## config.mk

```make
export PLATFORM = sky130hd
export DESIGN_NAME = ip_amba_axi_master_cmd_arb
export DESIGN_NICKNAME = d
export VERILOG_FILES = /design/src/rtl/ip_amba_axi_master_cmd_arb.sv
export SDC_FILE = /design/constraint.sdc
export NUM_CORES = 1
export LEC_CHECK = 0
export ABC_AREA = 1
export CAP_MARGIN = 20
export CELL_PAD_IN_SITES_DETAIL_PLACEMENT = 2
export CELL_PAD_IN_SITES_GLOBAL_PLACEMENT = 2
export CORE_MARGIN = 1.5
export CORE_UTILIZATION = 20
export CTS_CLUSTER_DIAMETER = 120
export DETAILED_ROUTE_END_ITERATION = 10
export PLACE_DENSITY = 0.87
export SETUP_SLACK_MARGIN = 0.02
export SYNTH_ARGS = -nofsm -noshare
export SYNTH_HDL_FRONTEND = slang
export SYNTH_SLANG_ARGS = --single-unit
```

## constraint.sdc

```tcl
create_clock -name ACLK -period 2.72 [get_ports ACLK]
set_input_delay 0.272 -clock ACLK [delete_from_list [all_inputs] [get_ports ACLK]]
set_output_delay 0.272 -clock ACLK [all_outputs]
set_load 0.05 [all_outputs]
```

## src/rtl/ip_amba_axi_master_cmd_arb.sv

```systemverilog
`default_nettype none
// ============================================================================
// Module      : ip_amba_axi_master_cmd_arb (+ per-direction channel helper)
// Description : Round-robin AW/AR command arbiter with outstanding-burst
//               credit tracking and ID-routed completion pulses.
// Revision    : 1.0 - initial release
// ============================================================================

module ip_amba_axi_master_cmd_arb_chan #(
    parameter int NUM_REQ   = 4,
    parameter int ADDR_W    = 32,
    parameter int ID_W      = 3,
    parameter int MAX_OUTST = 15
) (
    input  logic                      clk,
    input  logic                      i_rst_n,
    input  logic [NUM_REQ-1:0]        i_req_valid,
    output logic [NUM_REQ-1:0]        o_req_ready,
    input  logic [NUM_REQ*ADDR_W-1:0] i_req_addr,
    input  logic [NUM_REQ*8-1:0]      i_req_len,
    input  logic [NUM_REQ*3-1:0]      i_req_size,
    input  logic [NUM_REQ*2-1:0]      i_req_burst,
    output logic [ID_W-1:0]           o_ax_id,
    output logic [ADDR_W-1:0]         o_ax_addr,
    output logic [7:0]                o_ax_len,
    output logic [2:0]                o_ax_size,
    output logic [1:0]                o_ax_burst,
    output logic                      o_ax_valid,
    input  logic                      i_ax_ready,
    input  logic                      i_cpl,
    input  logic [ID_W-1:0]           i_cpl_id,
    input  logic                      i_cpl_err,
    output logic [NUM_REQ-1:0]        o_done,
    output logic [NUM_REQ-1:0]        o_err,
    output logic [3:0]                o_outst,
    output logic                      o_cnt_err_set
);

    localparam int IDX_W = $clog2(NUM_REQ);

    localparam logic [0:0] S_IDLE  = 1'b0;
    localparam logic [0:0] S_ISSUE = 1'b1;

    localparam logic [3:0]       c_max_outst = 4'(MAX_OUTST);
    localparam logic [IDX_W-1:0] c_last_rst  = IDX_W'(NUM_REQ - 1);

    logic [0:0]         r_state;
    logic [0:0]         w_state_nxt;
    logic [IDX_W-1:0]   r_last_grant;
    logic [IDX_W-1:0]   w_sel;
    logic               w_found;
    logic               w_grant;
    logic               w_ax_hs;
    logic [ADDR_W-1:0]  w_addr;
    logic [7:0]         w_len;
    logic [2:0]         w_size;
    logic [1:0]         w_burst;
    logic [NUM_REQ-1:0] w_done_nxt;
    logic [NUM_REQ-1:0] w_err_nxt;

    logic [ID_W-1:0]    r_id;
    logic [ADDR_W-1:0]  r_addr;
    logic [7:0]         r_len;
    logic [2:0]         r_size;
    logic [1:0]         r_burst;
    logic [3:0]         r_outst;
    logic [NUM_REQ-1:0] r_done;
    logic [NUM_REQ-1:0] r_err;

    // Two passes: requesters above last_grant first, then wrap to the rest.
    always_comb begin
        w_found = 1'b0;
        w_sel   = '0;
        for (int i = 0; i < NUM_REQ; i++) begin
            if (!w_found && i_req_valid[i] && (IDX_W'(i) > r_last_grant)) begin
                w_found = 1'b1;
                w_sel   = IDX_W'(i);
            end
        end
        for (int i = 0; i < NUM_REQ; i++) begin
            if (!w_found && i_req_valid[i] && (IDX_W'(i) <= r_last_grant)) begin
                w_found = 1'b1;
                w_sel   = IDX_W'(i);
            end
        end
    end

    always_comb begin
        w_addr  = '0;
        w_len   = '0;
        w_size  = '0;
        w_burst = '0;
        for (int i = 0; i < NUM_REQ; i++) begin
            if (w_sel == IDX_W'(i)) begin
                w_addr  = i_req_addr[i*ADDR_W +: ADDR_W];
                w_len   = i_req_len[i*8 +: 8];
                w_size  = i_req_size[i*3 +: 3];
                w_burst = i_req_burst[i*2 +: 2];
            end
        end
    end

    // Credit check uses the registered count, so a same-cycle completion
    // cannot open a slot.
    assign w_grant = i_rst_n && (r_state == S_IDLE) && w_found && (r_outst < c_max_outst);

    always_comb begin
        o_req_ready = '0;
        for (int i = 0; i < NUM_REQ; i++) begin
            if (w_grant && (w_sel == IDX_W'(i))) begin
                o_req_ready[i] = 1'b1;
            end
        end
    end

    always_comb begin
        w_state_nxt = r_state;
        case (r_state)
            S_IDLE:  if (w_grant)    w_state_nxt = S_ISSUE;
            S_ISSUE: if (i_ax_ready) w_state_nxt = S_IDLE;
            default: w_state_nxt = S_IDLE;
        endcase
    end

    assign o_ax_valid = (r_state == S_ISSUE);
    assign w_ax_hs    = o_ax_valid & i_ax_ready;

    always_ff @(posedge clk or negedge i_rst_n) begin
        if (!i_rst_n) begin
            r_state      <= S_IDLE;
            r_last_grant <= c_last_rst;
            r_id         <= '0;
            r_addr       <= '0;
            r_len        <= '0;
            r_size       <= '0;
            r_burst      <= '0;
        end else begin
            r_state <= w_state_nxt;
            if (w_grant) begin
                r_last_grant <= w_sel;
                r_id         <= ID_W'(w_sel);
                r_addr       <= w_addr;
                r_len        <= w_len;
                r_size       <= w_size;
                r_burst      <= w_burst;
            end
        end
    end

    assign o_cnt_err_set = i_cpl && (r_outst == 4'd0);

    always_ff @(posedge clk or negedge i_rst_n) begin
        if (!i_rst_n) begin
            r_outst <= 4'd0;
        end else if (w_ax_hs && !i_cpl) begin
            r_outst <= r_outst + 4'd1;
        end else if (!w_ax_hs && i_cpl && (r_outst != 4'd0)) begin
            r_outst <= r_outst - 4'd1;
        end
    end

    // IDs beyond the requester range still retire a credit but pulse nobody.
    always_comb begin
        w_done_nxt = '0;
        w_err_nxt  = '0;
        for (int i = 0; i < NUM_REQ; i++) begin
            if (i_cpl && (i_cpl_id == ID_W'(i))) begin
                w_done_nxt[i] = 1'b1;
                w_err_nxt[i]  = i_cpl_err;
            end
        end
    end

    always_ff @(posedge clk or negedge i_rst_n) begin
        if (!i_rst_n) begin
            r_done <= '0;
            r_err  <= '0;
        end else begin
            r_done <= w_done_nxt;
            r_err  <= w_err_nxt;
        end
    end

    assign o_ax_id    = r_id;
    assign o_ax_addr  = r_addr;
    assign o_ax_len   = r_len;
    assign o_ax_size  = r_size;
    assign o_ax_burst = r_burst;
    assign o_outst    = r_outst;
    assign o_done     = r_done;
    assign o_err      = r_err;

endmodule

module ip_amba_axi_master_cmd_arb #(
    parameter int NUM_REQ   = 4,
    parameter int ADDR_W    = 32,
    parameter int ID_W      = 3,
    parameter int MAX_OUTST = 15
) (
    input  logic                      ACLK,
    input  logic                      ARESETn,
    input  logic [NUM_REQ-1:0]        req_wvalid,
    output logic [NUM_REQ-1:0]        req_wready,
    input  logic [NUM_REQ*ADDR_W-1:0] req_waddr,
    input  logic [NUM_REQ*8-1:0]      req_wlen,
    input  logic [NUM_REQ*3-1:0]      req_wsize,
    input  logic [NUM_REQ*2-1:0]      req_wburst,
    input  logic [NUM_REQ-1:0]        req_rvalid,
    output logic [NUM_REQ-1:0]        req_rready,
    input  logic [NUM_REQ*ADDR_W-1:0] req_raddr,
    input  logic [NUM_REQ*8-1:0]      req_rlen,
    input  logic [NUM_REQ*3-1:0]      req_rsize,
    input  logic [NUM_REQ*2-1:0]      req_rburst,
    output logic [ID_W-1:0]           AWID,
    output logic [ADDR_W-1:0]         AWADDR,
    output logic [7:0]                AWLEN,
    output logic [2:0]                AWSIZE,
    output logic [1:0]                AWBURST,
    output logic                      AWVALID,
    input  logic                      AWREADY,
    output logic [ID_W-1:0]           ARID,
    output logic [ADDR_W-1:0]         ARADDR,
    output logic [7:0]                ARLEN,
    output logic [2:0]                ARSIZE,
    output logic [1:0]                ARBURST,
    output logic                      ARVALID,
    input  logic                      ARREADY,
    input  logic [ID_W-1:0]           BID,
    input  logic [1:0]                BRESP,
    input  logic                      BVALID,
    input  logic                      BREADY,
    input  logic [ID_W-1:0]           RID,
    input  logic [1:0]                RRESP,
    input  logic                      RLAST,
    input  logic                      RVALID,
    input  logic                      RREADY,
    output logic [NUM_REQ-1:0]        wr_done,
    output logic [NUM_REQ-1:0]        rd_done,
    output logic [NUM_REQ-1:0]        wr_err,
    output logic [NUM_REQ-1:0]        rd_err,
    output logic [3:0]                wr_outst,
    output logic [3:0]                rd_outst,
    output logic                      cnt_err
);

    logic w_wr_cpl;
    logic w_rd_cpl;
    logic w_wr_cnt_err;
    logic w_rd_cnt_err;
    logic w_unused;
    logic r_cnt_err;

    assign w_wr_cpl = BVALID & BREADY;
    assign w_rd_cpl = RVALID & RREADY & RLAST;
    // Only RESP[1] distinguishes SLVERR/DECERR from OKAY/EXOKAY.
    assign w_unused = ^{BRESP[0], RRESP[0]};

    ip_amba_axi_master_cmd_arb_chan #(
        .NUM_REQ   (NUM_REQ),
        .ADDR_W    (ADDR_W),
        .ID_W      (ID_W),
        .MAX_OUTST (MAX_OUTST)
    ) u_wr_chan (
        .clk           (ACLK),
        .i_rst_n       (ARESETn),
        .i_req_valid   (req_wvalid),
        .o_req_ready   (req_wready),
        .i_req_addr    (req_waddr),
        .i_req_len     (req_wlen),
        .i_req_size    (req_wsize),
        .i_req_burst   (req_wburst),
        .o_ax_id       (AWID),
        .o_ax_addr     (AWADDR),
        .o_ax_len      (AWLEN),
        .o_ax_size     (AWSIZE),
        .o_ax_burst    (AWBURST),
        .o_ax_valid    (AWVALID),
        .i_ax_ready    (AWREADY),
        .i_cpl         (w_wr_cpl),
        .i_cpl_id      (BID),
        .i_cpl_err     (BRESP[1]),
        .o_done        (wr_done),
        .o_err         (wr_err),
        .o_outst       (wr_outst),
        .o_cnt_err_set (w_wr_cnt_err)
    );

    ip_amba_axi_master_cmd_arb_chan #(
        .NUM_REQ   (NUM_REQ),
        .ADDR_W    (ADDR_W),
        .ID_W      (ID_W),
        .MAX_OUTST (MAX_OUTST)
    ) u_rd_chan (
        .clk           (ACLK),
        .i_rst_n       (ARESETn),
        .i_req_valid   (req_rvalid),
        .o_req_ready   (req_rready),
        .i_req_addr    (req_raddr),
        .i_req_len     (req_rlen),
        .i_req_size    (req_rsize),
        .i_req_burst   (req_rburst),
        .o_ax_id       (ARID),
        .o_ax_addr     (ARADDR),
        .o_ax_len      (ARLEN),
        .o_ax_size     (ARSIZE),
        .o_ax_burst    (ARBURST),
        .o_ax_valid    (ARVALID),
        .i_ax_ready    (ARREADY),
        .i_cpl         (w_rd_cpl),
        .i_cpl_id      (RID),
        .i_cpl_err     (RRESP[1]),
        .o_done        (rd_done),
        .o_err         (rd_err),
        .o_outst       (rd_outst),
        .o_cnt_err_set (w_rd_cnt_err)
    );

    always_ff @(posedge ACLK or negedge ARESETn) begin
        if (!ARESETn) begin
            r_cnt_err <= 1'b0;
        end else if (w_wr_cnt_err || w_rd_cnt_err) begin
            r_cnt_err <= 1'b1;
        end
    end

    assign cnt_err = r_cnt_err;

endmodule
`default_nettype wire

```

# == Word-level counts from Yosys, hierarchy flattened ==
# Index checks and enable logic that the tools add are counted.
# totals
ff_bits,125
inputBits,387
out_inout_bits,131
wordCells,247
# classes
addsub,4
magnitude_cmp,18
eq_ne,12
mux,96
bitwise,7
reduce_logical,89
# ops
operator,count
32-bit two-way mux,8
8-bit two-way mux,8
1-bit logical AND,60
1-bit two-way mux,46
2-bit two-way mux,20
3-bit two-way mux,8
1-bit logical NOT,18
4-bit two-way mux,4
"3-bit by 2-bit equality test with 1-bit output, second input constant",4
"4-bit by 1-bit adder with 4-bit output, second input constant",2
"2-bit equality test, second input constant",4
"1-bit by 2-bit greater-than comparator with 1-bit output, first input constant",4
"2-bit greater-than comparator, first input constant",4
"1-bit by 2-bit less-or-equal comparator with 1-bit output, first input constant",4
"2-bit less-or-equal comparator, first input constant",4
4-bit logical NOT,2
"4-bit less-than comparator, second input constant",2
4-bit nonzero test,2
"4-bit by 1-bit subtractor with 4-bit output, second input constant",2
"3-bit by 1-bit equality test with 1-bit output, second input constant",2
3-bit logical NOT,2
1-bit bitwise AND,5
"2-bit by 1-bit equality test with 1-bit output, second input constant",2
2-bit logical NOT,2
4 further kinds,7

# == Depth between registers and ports, before layout ==
# logic_depth
depth_word,36
ltp_mapped,14
depth_no_buf,12

# == By module ==
# A second synthesis with hierarchy kept.
# unflattened
cells_unflattened,1357
area_unflattened_um2,8728.4
# by_module_without_submodules
module,n_inst,cells_each,area_each_um2,seq_area_each_um2
ip_amba_axi_master_cmd_arb_chan,2,674,4335.4,1554.0
ip_amba_axi_master_cmd_arb,1,9,57.6,25.0

# == Worst setup path before layout ==
# No wires, ideal clock.
# synth_path
path_kind,flip-flop to output port
from,register u_rd_chan.r_last_grant[1]
to,output port req_rready[0]
t_arrival_ps,2613
t_required_ps,2448
setup_slack_ps,-165
path_stages_with_launch,12
path_buffers,2
cell_sequence,dfstp_2 -> inv_2 -> a21oi_2 -> nand3_1 -> nor2_1 -> nand3_2 -> nand2_1 -> and2_1 -> buf_4 -> inv_2 -> buf_2 -> nor3_1
# synth_between
elab_chain_len,35
word_cells_on_any_way,50
cone_classes,order compare (8); mux (16); reduce/logical (26)
# synth_lines
element,line,source
start: declaration,49,logic [IDX_W-1:0] r_last_grant;
start signal: assignment,131,r_last_grant <= c_last_rst;
start signal: assignment,140,r_last_grant <= w_sel;
1-bit by 2-bit greater-than comparator with 1-bit output,75,if (!w_found && i_req_valid[i] && (IDX_W'(i) > r_last_grant)) begin
1-bit logical AND,75,
1-bit two-way mux,75,
1-bit logical NOT,75,
1-bit logical AND (2 in a row),75,
1-bit two-way mux,75,
1-bit logical NOT,75,
1-bit logical AND (2 in a row),75,
[14 not listed],--,
1-bit logical AND (2 in a row),81,if (!w_found && i_req_valid[i] && (IDX_W'(i) <= r_last_grant)) begin
1-bit two-way mux,81,
1-bit logical NOT,81,
1-bit logical AND (2 in a row),81,
1-bit two-way mux,81,
1-bit logical AND (2 in a row),105,assign w_grant = i_rst_n && (r_state == S_IDLE) && w_found && (r_outst < c_max_outst);
1-bit logical AND *,110,if (w_grant && (w_sel == IDX_W'(i))) begin
1-bit two-way mux *,110,
end: declaration,210,"output logic [NUM_REQ-1:0] req_rready,"
# Every way passes the cells marked *; elsewhere a longest branch is shown, timed or not.

# == Worst setup path after layout ==
# Ends and elaborated chain as after synthesis.

==> summary.txt <==
Floorplanning
  • Core area: between 0.04 and 0.05 sq mm
  • Die H: roughly 210 microns
  • Die ar.: between 0.04 and 0.05 sq mm
  • Die width: 211 microns
  • Initial Utilization: between 20% and 30%
  • IO Pins: approximately 520
  • Rows: 76

Final layout
  • Final #Nets: between 2000 and 2500
  • Layout area overhead: 78.3%
  • Fraction of layout cells with a size suffix above 1: under 10%
  • Post-Layout Cell Count: 2383
  • Fillers: between 4000 and 5000

Worst setup path
  • Crit-path most repeated cell: inv_4
  • R2r worst-path depth: 14
  • Instance count on the critical path: 10
  • Worst Setup Path Type: reg2out
  • Worst Path Buf+Inv: 3
  • CP Launch Point: u_rd_chan.r_last_grant[1]$_DFFE_PN1P_
  • Worst path max stage delay: roughly 570 ps
  • RR Endpoint: u_wr_chan.o_ax_addr[15]$_DFFE_PN0P_
  • Crit-path max FO: 6
  • Crit-path cells: inv_4, a21oi_4, nand3_2, nor2_4, nand3_4, nand2_2, and2_4, inv_4, nor3_4, buf_12
  • Worst r2r src: u_wr_chan.r_last_grant[1]$_DFFE_PN1P_
  • Worst setup SP type: flip-flop
  • Slowest CP cell: dfstp_2
  • Critical Path RT: 2450 ps
  • Crit path max-delay family: simple AND/OR/NAND/NOR gates
  • Flop2flop setup slack: around 260 ps
  • CP Capture Point: req_rready[0]
  • Critical Path Sink Type: output port
  • Arr. time, crit path: 2400 ps

Route
  • DRT Pass-1 Iters: 5
  • Vias/cell: ~4.8
  • DR DRC count: 0
  • Iteration-0 DRC Markers: ~380
  • Per-cell routed wire length: 20.7 microns
  • Drt total wl: 49400 microns
  • ANT nets after route: 0
  • Via Count: about 11000

Place
  • HPWL Detailed: 37800 microns
  • Dpl ws: -17.9 ps
  • Final Wtd Congestion: between 0.8 and 0.9
  • Port bufs: about 500
  • Placed insts: between 2000 and 2500

STA
  • Fmax: 0.374 GHz
  • Final hold violations: 0
  • Final period util: around 98%
  • Post-layout min period: approximately 2700 ps
  • Final worst-path setup slack: ~45 ps
  • Worst hold margin: between 200 and 300 ps
  • Clk_skew: between 10 and 15 ps
  • Max-slew headroom: approximately two fifths
  • Final TNS setup: 0 ps
  • Final Max Slew Viols: 0
  • Slew @ Worst Pin: about 910 ps
  • Setup violators final: 0
  • Unrepaired setup endpoints after global routing: yes

Logic synthesis
  • Syn_area_per_cell: 6.66 sq um
  • Syn Inst Count: 1299
  • Async set-reset flop share out of synthesis: 100%
  • Mapped cell area: 0.00865 sq mm
  • Post-synth top flop: dfrtp_1
  • Synth Register Bits: ~130
  • Sequential element share of the synthesized area: 36.2%
  • YS warnings: 0
  • Synth top area cells: dfrtp_1, nand2_1, nand3_1
  • Top cells by count, synth: nand2_1, nand3_1, dfrtp_1
  • Most frequent cell after synthesis: nand2_1
  • Synth top area share: between 30% and 40%
  • Synth area leader: dfrtp_1
  • EDFF count, synth: 0
  • Cell variety after synth: 35

GRT
  • Largest net degree at the start of global routing: 110
  • Number of antenna violations at the first check in global routing: 7
  • Total grt overflow: 0
  • First-pass GRT wire length: ~73000 microns
  • Vias in the first global route: ~13000
  • All-Layer GR Usage: a little over a fifth

Clock tree
  • Clock tree from TritonCTS: built
  • CTS Buf Count: 17
  • CTS sink count: between 100 and 150
  • Htree depth: 4
  • Clock slew at reported path FFs: approximately 60 ps
  • Longest Clk Path Bufs: 2
  • Clock Latency Late Sink: approximately 440 ps
  • Clock tree root driver cell: clkbuf_16

Power
  • P per Cell Area: about 1100 mW/mm^2
  • P_leak: between 0.006 and 0.007 uW
  • VDD IR max: 0.442 mV
  • Power Total: 16900 uW

Min path
  • Hold crit path type: in2async

Outcome
  • Status: completed

Run
  • MaxCap Viol Count: 0
layer usage:
metal / share of wire, % / track usage, % / up-vias / wire, microns
met5: 0.024 / 0 / - / 12
met4: 3.3 / 9.09 / 2 / 1610
met3: 8.7 / 7.97 / 74 / 4320
met2: 51 / 40.1 / 394 / 25200
met1: 37 / 22.3 / 5596 / 18300
li1: - / - / 5272 / -
metrics by stage:
stage | area (sq um) | util (%)
2_1_floorplan | 8660 | -
3_3_place_gp | 14600 | 34.0
3_5_place_dp | 14600 | 34.0
4_1_cts | 15300 | 35.6
5_1_grt | 15400 | 36.0
6_report | 15400 | 36.0
power breakdown:
group,switching [uW],internal [uW]
sequential,527,2680
combinational,7570,3750
clock,968,1410
layout make-up:
class / instances / area (sq um) / share of cell area (%)
timing repair buffer: 564 / 5750 / 37.3
multi-input combinational: 942 / 4720 / 30.6
sequential: 125 / 3130 / 20.3
tap: 585 / 732 / 4.74
inverter: 129 / 490 / 3.18
clock buffer: 21 / 470 / 3.05
clock inverter: 11 / 116 / 0.754
antenna: 6 / 15.0 / 0.0973
cells in the final DEF (no fill, tap or decap), types with 4 or more instances in the layout:
master,netlist,layout
nand4_1,117,117
dfrtp_1,121,121
a21oi_1,37,36
o21ai_0,111,110
xor2_1,6,6
clkdlybuf4s50_1,0,504
or2_2,16,16
diode_2,0,6
clkinv_1,24,23
buf_12,0,19
nor4_1,8,8
nand3b_1,24,24
nand2_1,304,296
nor3_1,15,11
clkinv_2,0,6
nand2_4,0,4
nand2_2,4,8
nor2_4,1,6
ha_1,4,4
inv_2,6,4
nand3_1,162,159
clkbuf_16,0,17
buf_4,7,38
inv_1,99,99
dfstp_2,4,4
nor2_1,116,110
logic make-up (layout without fill, tap and decap cells):
| family | after synthesis | in the layout | synth area share (%) |
|---|---|---|---|
| flops | 125 | 125 | 36.2 |
| mux | 1 | 1 | 0.130 |
| buf+inv | 233 | 725 | 11.2 |
| fa+ha+maj | 6 | 6 | 1.04 |
| simple gates | 771 | 771 | 41.5 |
| other cells | 1 | 8 | 0.0434 |
| xor+xnor | 6 | 6 | 0.608 |
| compound gates | 156 | 156 | 9.21 |
timing repair:
action / 4_1_cts / 5_1_grt
pin swaps: 1 / 10
setup buffers: 2 / 8
endpoints found under the hold margin: 8 / 0
gates resized for setup: 16 / 21
hold buffers: 1 / 0
endpoints found under the setup margin: 8 / 6
sequential cells by signal, summed over array words and instances, names as in the netlist, 3 cells and up:
| name | flops |
|---|---|
| u_wr_chan.o_err | 4 |
| u_wr_chan.o_ax_len | 8 |
| u_rd_chan.o_outst | 4 |
| u_wr_chan.o_done | 4 |
| u_rd_chan.o_err | 4 |
| u_wr_chan.o_ax_addr | 32 |
| u_wr_chan.o_ax_size | 3 |
| u_wr_chan.o_outst | 4 |
| u_rd_chan.o_done | 4 |
| u_rd_chan.o_ax_len | 8 |
| u_rd_chan.o_ax_addr | 32 |
| u_rd_chan.o_ax_size | 3 |
worst min path at each step:
stage	startpoint	to	slack [ps]	cells past startpoint
floorplan	ARESETn	cnt_err$_DFFE_PN0P_	-20	0
global placement	ARESETn	u_wr_chan.o_done[3]$_DFF_PN0_	80	1
detailed placement	ARESETn	u_wr_chan.o_done[2]$_DFF_PN0_	80	1
CTS	ARESETn	u_wr_chan.o_done[0]$_DFF_PN0_	220	2
global route	ARESETn	u_wr_chan.o_err[2]$_DFF_PN0_	260	2
finish	ARESETn	u_wr_chan.o_err[2]$_DFF_PN0_	260	2
Note: power is estimated with default switching activity, not from simulation.
